## config.mk

```make
export PLATFORM = sky130hd
export DESIGN_NAME = odo_sbox_inv_loader
export DESIGN_NICKNAME = d
export VERILOG_FILES = /design/src/rtl/odo_sbox_inv_loader.sv
export SDC_FILE = /design/constraint.sdc
export NUM_CORES = 1
export LEC_CHECK = 0
export CORE_MARGIN = 5
export CORE_UTILIZATION = 46
export CTS_CLUSTER_DIAMETER = 200
export DETAILED_ROUTE_END_ITERATION = 10
export SLEW_MARGIN = 20
export SYNTH_ARGS = -nofsm -noshare
export SYNTH_HDL_FRONTEND = slang
export SYNTH_SLANG_ARGS = --single-unit
```

## constraint.sdc

```tcl
create_clock -name clk -period 6 [get_ports clk]
set_input_delay 1.8 -clock clk [delete_from_list [all_inputs] [get_ports clk]]
set_output_delay 1.8 -clock clk [all_outputs]
set_load 0.02 [all_outputs]
```

## src/rtl/odo_sbox_inv_loader.sv

```systemverilog
// Inverse S-box loader: learns a forward W-bit S-box one entry at a time, checks
// that it is a permutation, and then serves registered inverse lookups.
module odo_sbox_inv_loader #(
  parameter int unsigned W = 6
) (
  input  logic         clk,
  input  logic         rst_n,
  input  logic         clear,
  input  logic         wr_en,
  input  logic [W-1:0] wr_addr,
  input  logic [W-1:0] wr_data,
  input  logic         in_valid,
  input  logic [W-1:0] in,
  output logic [W-1:0] out,
  output logic         out_valid,
  output logic         ready,
  output logic         error
);

  localparam int unsigned DEPTH = 2**W;
  localparam int unsigned CNT_W = W + 1;

  typedef enum logic [1:0] {
    ST_LOAD,
    ST_READY,
    ST_ERROR
  } state_t;

  state_t           r_state;
  state_t           w_state_nxt;
  logic [CNT_W-1:0] r_count;
  logic [DEPTH-1:0] r_addr_seen;
  logic [DEPTH-1:0] r_data_seen;
  logic [W-1:0]     r_inv [DEPTH];

  logic w_wr_acc;
  logic w_dup;
  logic w_wr_ok;
  logic w_last;
  logic w_lookup;

  // clear outranks both write and lookup strobes on the same edge
  always_comb begin
    w_wr_acc = wr_en && (r_state == ST_LOAD) && !clear;
    w_dup    = r_addr_seen[wr_addr] | r_data_seen[wr_data];
    w_wr_ok  = w_wr_acc && !w_dup;
    w_last   = (r_count == CNT_W'(DEPTH - 1));
    w_lookup = in_valid && (r_state == ST_READY) && !clear;
  end

  always_comb begin
    w_state_nxt = r_state;
    if (clear) begin
      w_state_nxt = ST_LOAD;
    end else begin
      unique case (r_state)
        ST_LOAD: begin
          if (w_wr_acc && w_dup)       w_state_nxt = ST_ERROR;
          else if (w_wr_ok && w_last)  w_state_nxt = ST_READY;
        end
        ST_READY: w_state_nxt = ST_READY;
        ST_ERROR: w_state_nxt = ST_ERROR;
        default:  w_state_nxt = ST_LOAD;
      endcase
    end
  end

  always_ff @(posedge clk or negedge rst_n) begin
    if (!rst_n) begin
      r_state     <= ST_LOAD;
      r_count     <= '0;
      r_addr_seen <= '0;
      r_data_seen <= '0;
    end else begin
      r_state <= w_state_nxt;
      if (clear) begin
        r_count     <= '0;
        r_addr_seen <= '0;
        r_data_seen <= '0;
      end else if (w_wr_ok) begin
        r_count              <= r_count + 1'b1;
        r_addr_seen[wr_addr] <= 1'b1;
        r_data_seen[wr_data] <= 1'b1;
      end
    end
  end

  // Table storage carries no reset so it maps onto a plain synchronous RAM
  always_ff @(posedge clk) begin
    if (w_wr_ok) begin
      r_inv[wr_data] <= wr_addr;
    end
  end

  always_ff @(posedge clk or negedge rst_n) begin
    if (!rst_n) begin
      out       <= '0;
      out_valid <= 1'b0;
    end else begin
      out_valid <= w_lookup;
      if (w_lookup) begin
        out <= r_inv[in];
      end
    end
  end

  always_comb begin
    ready = (r_state == ST_READY);
    error = (r_state == ST_ERROR);
  end

endmodule

```

# Word level (Yosys, flattened, before mapping)
# Memories as Yosys holds them, arrays and structs flattened. A register that Yosys moved wholly into a read port is not among the register bits.
# Cells that the tools add are included.
classes:
  n_eq_ne: 4
  reduce_logical: 14
  bitwise: 3
  addsub: 1
  mux: 20
  magnitude_cmp: 4
ops:
  columns: ["operator", "count"]
  rows:
  - ["64-bit two-way mux", 4]
  - ["64-bit OR", 2]
  - ["6-bit by 7-bit less-than comparator with 1-bit output (second input constant)", 2]
  - ["7-bit two-way mux", 2]
  - ["1-bit binary-select mux with 6-bit select", 2]
  - ["1-bit demux with 6-bit select", 2]
  - ["6-bit by 1-bit greater-or-equal comparator with 1-bit output (second input constant)", 2]
  - ["1-bit logical AND", 9]
  - ["7-bit by 1-bit adder with 7-bit output (second input constant)", 1]
  - ["7-bit by 6-bit equality test with 1-bit output (second input constant)", 1]
  - ["1-bit two-way mux", 6]
  - ["2-bit two-way mux", 3]
  - ["2-bit case mux with 3 select lines", 1]
  - ["4-bit by 2-bit != test with 1-bit output (second input constant)", 1]
  - ["1-bit zero test", 3]
  - ["2-bit by 1-bit equality test with 1-bit output (second input constant)", 1]
  - ["2-bit equality test (second input constant)", 1]
  - ["2-bit zero test", 1]
  - ["2-bit nonzero test", 1]
  - ["1-bit OR", 1]
totals:
  regBits: 138
  out_inout_bits: 9
  ramBits: 384
  inputBits: 23
  elab_cells: 52
  memories: 1
memory_table:
  columns: ["memory", "words", "word_bits", "read_ports", "rd_clocked_by_memory_dff", "wr", "line_no", "rtl"]
  rows:
  - ["r_inv", 64, 6, 1, 1, 1, "34", "logic [W-1:0] r_inv [DEPTH];"]

# Longest topological paths before layout
# Gate-level depths: netlist of run 1.
logic_depth:
  depth_word: 10
  ltp_mapped: 12
  mapped_depth_nobuf: 7

# Worst setup path before layout of run 1
# OpenSTA, ideal clock, no wires.
synth_timing:
  path_kind: "input port to flip-flop"
  startpoint: "input port wr_data[2]"
  endpoint: "memory r_inv[41][0] (enable)"
  cell_stages: 11
  setup_slack_ns: 1.073
  required_ns: 5.614
  arrival_ns: 4.541
  setup_ns: 0.386
  path_buffers: 5
  cell_sequence: "clkbuf_1 buf_2 buf_2 mux4_2 nand3b_1 a31oi_1 nor4_2 nand3_2 buf_2 buf_2 nor4_1"
synth_between:
  elab_chain_cells: 7
synth_lines:
  columns: ["item", "line_no", "rtl"]
  rows:
  - ["start, declared", "11", "input logic [W-1:0] wr_data,"]
  - ["1-bit binary-select mux with 6-bit select", "45", "w_dup = r_addr_seen[wr_addr] | r_data_seen[wr_data];"]
  - ["1-bit two-way mux (not written as such)", "45", null]
  - ["1-bit OR", "45", null]
  - ["1-bit zero test", "46", "w_wr_ok = w_wr_acc && !w_dup;"]
  - ["1-bit logical AND", "46", null]
  - ["1-bit two-way mux", "90", "if (w_wr_ok) begin"]
  - ["1-bit two-way mux (not written as such)", "91", "r_inv[wr_data] <= wr_addr;"]
  - ["end, declared", "34", null]
# Several ways; a longest one is shown, not always the timed one. The select of a mux whose other input is x is not followed.

# Worst setup path in the final report of run 1
layout_timing:
  startpoint: "input port wr_data[0]"
  endpoint: "memory r_inv[8][1] (enable)"
# Same word-level chain as after synthesis.

==> run metrics, run 1 <==
overflow left after global routing=0; post-route design area=0.0254 mm^2; number of input and output port buffers inserted=31; combinational share of power=5.8%; clock tree root buffer cell=clkbuf_16; number of vias after detailed routing=12379; standard cell core area=0.0476 mm^2; register area share after synthesis=68.4%; result of the run=finished, final reports clean; worst-margin pin slew=1020 ps; Max FO, Critical Path=34; maximum clock skew at final layout=20.3 ps; layout-stage area growth over the synthesis result=14.7%; Sequential cell area=0.0151 mm^2; final number of hold-violating endpoints=0; number of warnings printed during yosys synthesis=0; Reg2Reg Launch Point=r_data_seen[13]; clock sink count=528; proportion of total power due to net switching=21.9%; clock latency on the worst-skew pair=600 ps; post-synthesis instance total=1293; Final HPWL DP=32700 um; CTS tree=built; Die X=229 um; WHS Path Cells=2; drt drc=0; Clock Tree Buf Depth=3; iteration-0 DRC count of the detailed router=1146; RSZ-0062 raised after global routing=no; fraction of the cycle the final worst path needs=82.7%; number of maximum-capacitance constraint violations=0; critical path data required time=6220 ps; initial antenna violation count=1; largest net degree at the start of global routing=75; startpoint-to-endpoint class of the critical path=in2reg; reported leakage power=8.62 nW; final setup TNS=0 ps; effective utilization at floorplan=46.4%; residual antenna-violating net count after detailed routing=0; endpoint of the most critical register-to-register path=r_inv[8][1]; hold buffer count at cts=0; netlist area before placement=0.0221 mm^2; y dimension of the die=229 um; depth of the worst register-to-register path=7; final critical-path required period=4960 ps; 1st-pass router iterations=7; internal portion of total power=0.00612 W; total area of multi-input combinational cells=0.00622 mm^2; final-report setup violation count=0; syn nets=1317; startpoint of the tightest hold check path=r_data_seen[31]; Achievable Freq=0.201 GHz; capturing element type of the critical path=flip-flop; Post-layout nets=1402; clock power share=43.9%; share of layout cells above drive strength 1=25.9%; synthesis-stage register bit count=528; DIE AREA=0.0526 mm^2; I/O pin cnt=32; worst hold-check path type=reg2reg; floorplan row count=80; final wirelength=53200 um; wire length of the first global-routing pass=81800 um; Gates resized, CTS repair=0; switching power=0.00172 W; via count of the first global-routing pass=12601; end point of the most critical hold path=r_data_seen[31]; CTS clk-pin slew, worst paths=60 ps; Peak VDD IR=189 uV; critical path data arrival time=5180 ps; EDFF count, synth=384; Top FF cell, synth=edfxtp_1; routability cong.=0.809; R2R Setup Slk=2620 ps; placed cell areas=0.0235 mm^2; average footprint of a synthesized cell=17.1 um^2; number of H-tree levels=2; total routing usage reported by global routing=20.4%; post-DR vias/cell=6.07; buffers inserted during post-CTS setup optimization=0; Inserted Clock Buffers=55; Pwr per Cell Area=309 mW/mm^2; launching element type of the critical path=primary input; power share of the sequential group=50.3%; relative slew slack=31.5%; number of distinct library cells after synthesis=48; asr flop ratio synth=27.3%; detailed-route wire length per cell=26.1 um; Filler Cells Inserted=3772; final count of pins violating max slew=0
-- power by group through the flow --
| stage | Sequential, W | Clock (W) | Combinational [W] |
|---|---|---|---|
| floorplan | 0.00401 | 0 | 0.000264 |
| global placement | 0.00402 | 0 | 0.000460 |
| detailed placement | 0.00402 | 0 | 0.000464 |
| CTS | 0.00394 | 0.00350 | 0.000464 |
| global route | 0.00394 | 0.00368 | 0.000493 |
| finish | 0.00394 | 0.00344 | 0.000458 |
-- routing by layer --
metal  up-vias  wire length [um]  track usage [%]
met2       417             26100             32.8
met4         0              1120             4.70
met3        81              3410             3.86
li1       5407                 -                -
met1      6474             22600             29.3
met5         -                 0                0
-- stage by stage --
step,hold WS [ps],power (W),setup WS [ps],utilization [%],std cells
2_1_floorplan,441,0.00428,1070,-,1293
4_1_cts,479,0.00791,1030,53.3,2039
3_3_place_gp,456,0.00447,469,49.4,1936
3_5_place_dp,463,0.00448,400,49.4,1936
6_report,480,0.00784,1040,53.3,2040
5_1_grt,497,0.00811,799,53.3,2040
-- worst max path at each step --
| stage | cells past startpoint | startpoint | endpoint |
|---|---|---|---|
| after CTS | 9 | wr_data[1] | r_inv[8][1] |
| after global placement | 8 | wr_data[0] | r_inv[8][2] |
| after detailed placement | 9 | wr_data[1] | r_inv[8][2] |
| after floorplan | 11 | wr_data[2] | r_inv[41][0] |
| after global routing | 9 | wr_data[1] | r_inv[8][3] |
| final | 8 | wr_data[0] | r_inv[8][1] |
-- final cells by class --
type	instances	area share, %
well taps	615	3.03
clock buffers	78	6.16
inverters	90	1.33
clock inverters	25	1.11
flip-flops and latches	528	59.6
diodes	1	0.00986
repair buffers	132	4.21
multi-input cells	571	24.5
-- kinds of logic after synthesis --
kind of cell | count (synthesis) | synth area share, %
fa+ha+maj | 1 | 0.0566
flops | 528 | 68.4
buf+inv | 194 | 3.48
simple gates | 217 | 5.40
compound gates | 172 | 6.39
mux | 181 | 16.3
-- placed cells by master (no fill, tap or decap), types with 13 or more instances in the layout --
cell type and instances:
clkbuf_1 13, clkdlybuf4s50_1 19, inv_1 87, o32ai_1 84, nand3_1 15, clkbuf_16 55, nor4_1 31, nor2b_1 14
o2bb2ai_1 32, nor2_1 18, mux2i_1 24, mux4_2 141, edfxtp_1 384, buf_4 102, dfrtp_1 144, nor3_1 37
nand2_1 48, mux2_2 16
-- flip-flops by register name (all words and copies together), names as in the netlist --
register     count
r_data_seen     64
r_count          7
r_inv          384
r_addr_seen     64
out_valid        1
out              6
r_state          2
-- synth_stat cells (8+ instances only) --
cell type | n | share of area (%)
a21oi_1 | 9 | 0.20
mux4_2 | 141 | 14
clkbuf_1 | 66 | 1.1
nor3_1 | 37 | 0.84
nand2b_1 | 9 | 0.25
nor4_1 | 31 | 0.88
nand4_1 | 12 | 0.34
nor2_1 | 18 | 0.31
mux2_2 | 16 | 0.81
nor2b_1 | 14 | 0.40
nand3b_1 | 12 | 0.41
buf_2 | 24 | 0.54
o41ai_1 | 8 | 0.32
edfxtp_1 | 384 | 52
o2bb2ai_1 | 32 | 1.3
dfrtp_1 | 144 | 16
o32ai_1 | 84 | 3.3
nand3_1 | 15 | 0.34
buf_1 | 11 | 0.19
nand2_1 | 48 | 0.81
inv_1 | 87 | 1.5
mux2i_1 | 24 | 1.1
-- critical path, cell delays in order --
cell and delay (ps):
buf_2 620, mux4_2 580, nor3b_1 150, a31oi_1 180, a31oi_1 150, nor4_2 490
nand3_4 280, nor4_2 900
Note: power is estimated with default switching activity, not from simulation.
==> run 2: changes to the inputs <==
clock period = 4.5 ns   (was 6 ns; I/O delays follow)
==> run 2 against run 1 <==
  * Via count is 1.1% higher
  * Cell area is 1.1% higher
  * Wire length is 1.7% higher
  * Sequential power is 34% higher
  * Setup slack worse by 570 ps
  * Global-route usage is 0.33 points higher
  * Utilization is 0.58 points higher
  * Critical path depth is 3 higher
  * Combinational power is 41% higher
  * Critical path type unchanged
  * Critical endpoint is now r_inv[10][1]
  * Highest routed layer is now met5
==> run metrics, run 2 (synthesis gave the netlist of run 1 again) <==
iteration-0 DRC count of the detailed router=1271 (+11%); y dimension of the die=229 um (unchanged); largest net degree at the start of global routing=101 (+35%); standard cell core area=0.0476 mm^2 (unchanged); clock sink count=528 (unchanged); hold buffer count at cts=0 (unchanged); final-report setup violation count=0 (unchanged); drt drc=0 (unchanged); floorplan row count=80 (unchanged); slowest stage cell on the critical path=clkdlybuf4s50_1; post-route design area=0.0257 mm^2 (+1.1%); launching instance or port of the critical path=wr_data[1]; Pwr per Cell Area=405 mW/mm^2 (+31%); RSZ-0062 raised after global routing=no; slowest stage delay, CP=650 ps (-250 ps); switching power=0.00227 W (+32%); number of vias after detailed routing=12512 (+1.1%); residual antenna-violating net count after detailed routing=0 (unchanged); Clock Tree Buf Depth=3 (unchanged); overflow left after global routing=0 (unchanged); endpoint of the most critical register-to-register path=r_inv[10][1]; combinational share of power=6.2% (+0.4 points); worst hold-check path type=reg2reg; final number of hold-violating endpoints=0 (unchanged); Max FO, Critical Path=23 (-32%); layout-stage area growth over the synthesis result=16.0%; clock tree root buffer cell=clkbuf_16; max FFs per register=384 (unchanged); Total Power=0.0104 W (+33%); reported leakage power=8.78 nW (+1.9%); end point of the critical path=r_inv[10][1]; Reg2Reg Launch Point=r_data_seen[12]; number of H-tree levels=2 (unchanged); Gates resized, CTS repair=0 (unchanged); final wirelength=54100 um (+1.7%); Inserted Clock Buffers=54 (-1.8%); initial antenna violation count=4 (+3); CTS tree=built; WHS Path Cells=1 (-1); top flop regs=r_inv (384), r_addr_seen (64), r_data_seen (64); number of maximum-capacitance constraint violations=0 (unchanged); critical path data required time=4820 ps (-1400 ps); share of layout cells above drive strength 1=27.4% (+1.4 points); Achievable Freq=0.248 GHz; Final HPWL DP=33900 um (+3.8%); detailed-route wire length per cell=26.1 um (+0.15%); relative slew slack=33.0% (+1.5 points); R2R Setup Slk=1470 ps (-1150 ps); Post-layout nets=1435 (+2.4%); final count of pins violating max slew=0 (unchanged); worst-margin pin slew=1010 ps (-13.7 ps); most common cell after layout, fill and taps aside=edfxtp_1; internal portion of total power=0.00812 W (+33%); placed cell areas=0.0239 mm^2 (+1.5%); register ranked first by flip-flop count=r_inv; post-DR vias/cell=6.04 (-0.49%); routability cong.=0.814 (+0.54%); cell with the most instances on the worst path=buf_4; wire length of the first global-routing pass=83000 um (+1.5%); depth of the worst register-to-register path=9 (+2); final setup TNS=0 ps (unchanged); via count of the first global-routing pass=13026 (+3.4%); Die X=229 um (unchanged); WP depth=11 (+3); result of the run=finished, final reports clean; I/O pin cnt=32 (unchanged); maximum clock skew at final layout=25.0 ps (+4.65 ps); clock power share=43.2% (-0.7 points); power share of the sequential group=50.6% (+0.3 points); Filler Cells Inserted=3842 (+1.9%); Top delay family on crit path=buffers and inverters; final critical-path required period=4040 ps; minimum hold slack=473 ps (-6.95 ps); most frequent cells in the layout=edfxtp_1, dfrtp_1, mux4_2, buf_4, inv_1; proportion of total power due to net switching=21.8% (-0.059 points); fraction of the cycle the final worst path needs=89.7%; number of buffers and inverters on the critical path=4 (+3); launching element type of the critical path=primary input; clock latency on the worst-skew pair=610 ps (about the same); buffers inserted during post-CTS setup optimization=0 (unchanged); total routing usage reported by global routing=20.7% (+0.33 points); capturing element type of the critical path=flip-flop; startpoint of the tightest hold check path=r_count[6]; DIE AREA=0.0526 mm^2 (unchanged); CTS clk-pin slew, worst paths=60 ps (about the same); startpoint-to-endpoint class of the critical path=in2reg; number of input and output port buffers inserted=31 (unchanged); CP Cell Sequence=clkdlybuf4s50_1 -> buf_4 -> nor2b_1 -> a22oi_1 -> o211ai_1 -> o31ai_1 -> nor4_2 -> nand3_4 -> buf_12 -> nor4_1 -> buf_4; effective utilization at floorplan=46.4% (unchanged); Peak VDD IR=336 uV (+78%); 1st-pass router iterations=5 (-2); critical path data arrival time=4360 ps (-820 ps)
==> run 2: cell count changes in the layout (fill, tap and decap cells not counted) <==
cell,before,now
buf_4,102,129
buf_12,3,10
clkbuf_8,10,5
clkbuf_1,13,15
clkinv_2,9,11
clkinv_4,2,0
inv_6,0,2
bufinv_16,5,6
clkbuf_16,55,54
clkinv_8,2,1
clkinvlp_4,3,2
diode_2,1,2
==> run 2: routing by layer <==
metal	vias up	wire, um	global-route usage, %
li1	5470	-	-
met1	6537	22800	28.4
met2	408	25700	32.9
met3	95	4050	5.02
met4	2	1600	6.92
met5	-	13	0
==> run 2: area by class of cell <==
class | instances | area, um^2 | share of cell area (%)
clock inverter | 26 | 299 | 1.17
tap | 615 | 769 | 3.00
multi-input combinational | 571 | 6220 | 24.3
clock buffer | 74 | 1480 | 5.75
antenna | 2 | 5.00 | 0.0195
timing repair buffer | 166 | 1410 | 5.50
inverter | 90 | 338 | 1.32
sequential | 528 | 15100 | 59.0
==> run 2: how the worst min path moves through the flow <==
stage | end | slack, ps
after detailed placement | r_data_seen[29] | 460
after global routing | r_data_seen[39] | 500
after CTS | r_state[0] | 470
after floorplan | r_data_seen[28] | 440
after global placement | r_data_seen[31] | 460
final | r_state[0] | 470
==> run 2: power groups by stage <==
stage                     Clock (W)  Combinational [W]  Sequential (W)
after floorplan                   0           0.000352         0.00535
after global placement            0           0.000649         0.00535
after detailed placement          0           0.000653         0.00535
after CTS                   0.00459           0.000652         0.00526
after global routing        0.00482           0.000691         0.00525
final                       0.00448           0.000646         0.00526
==> run 2: metrics by stage <==
step	util [%]	std cells	worst slack, ps
after floorplan	-	1293	23.1
after global placement	50.1	1970	-90.9
after detailed placement	50.1	1970	-141
after CTS	53.8	2070	453
after global routing	53.8	2072	239
final	53.8	2072	464
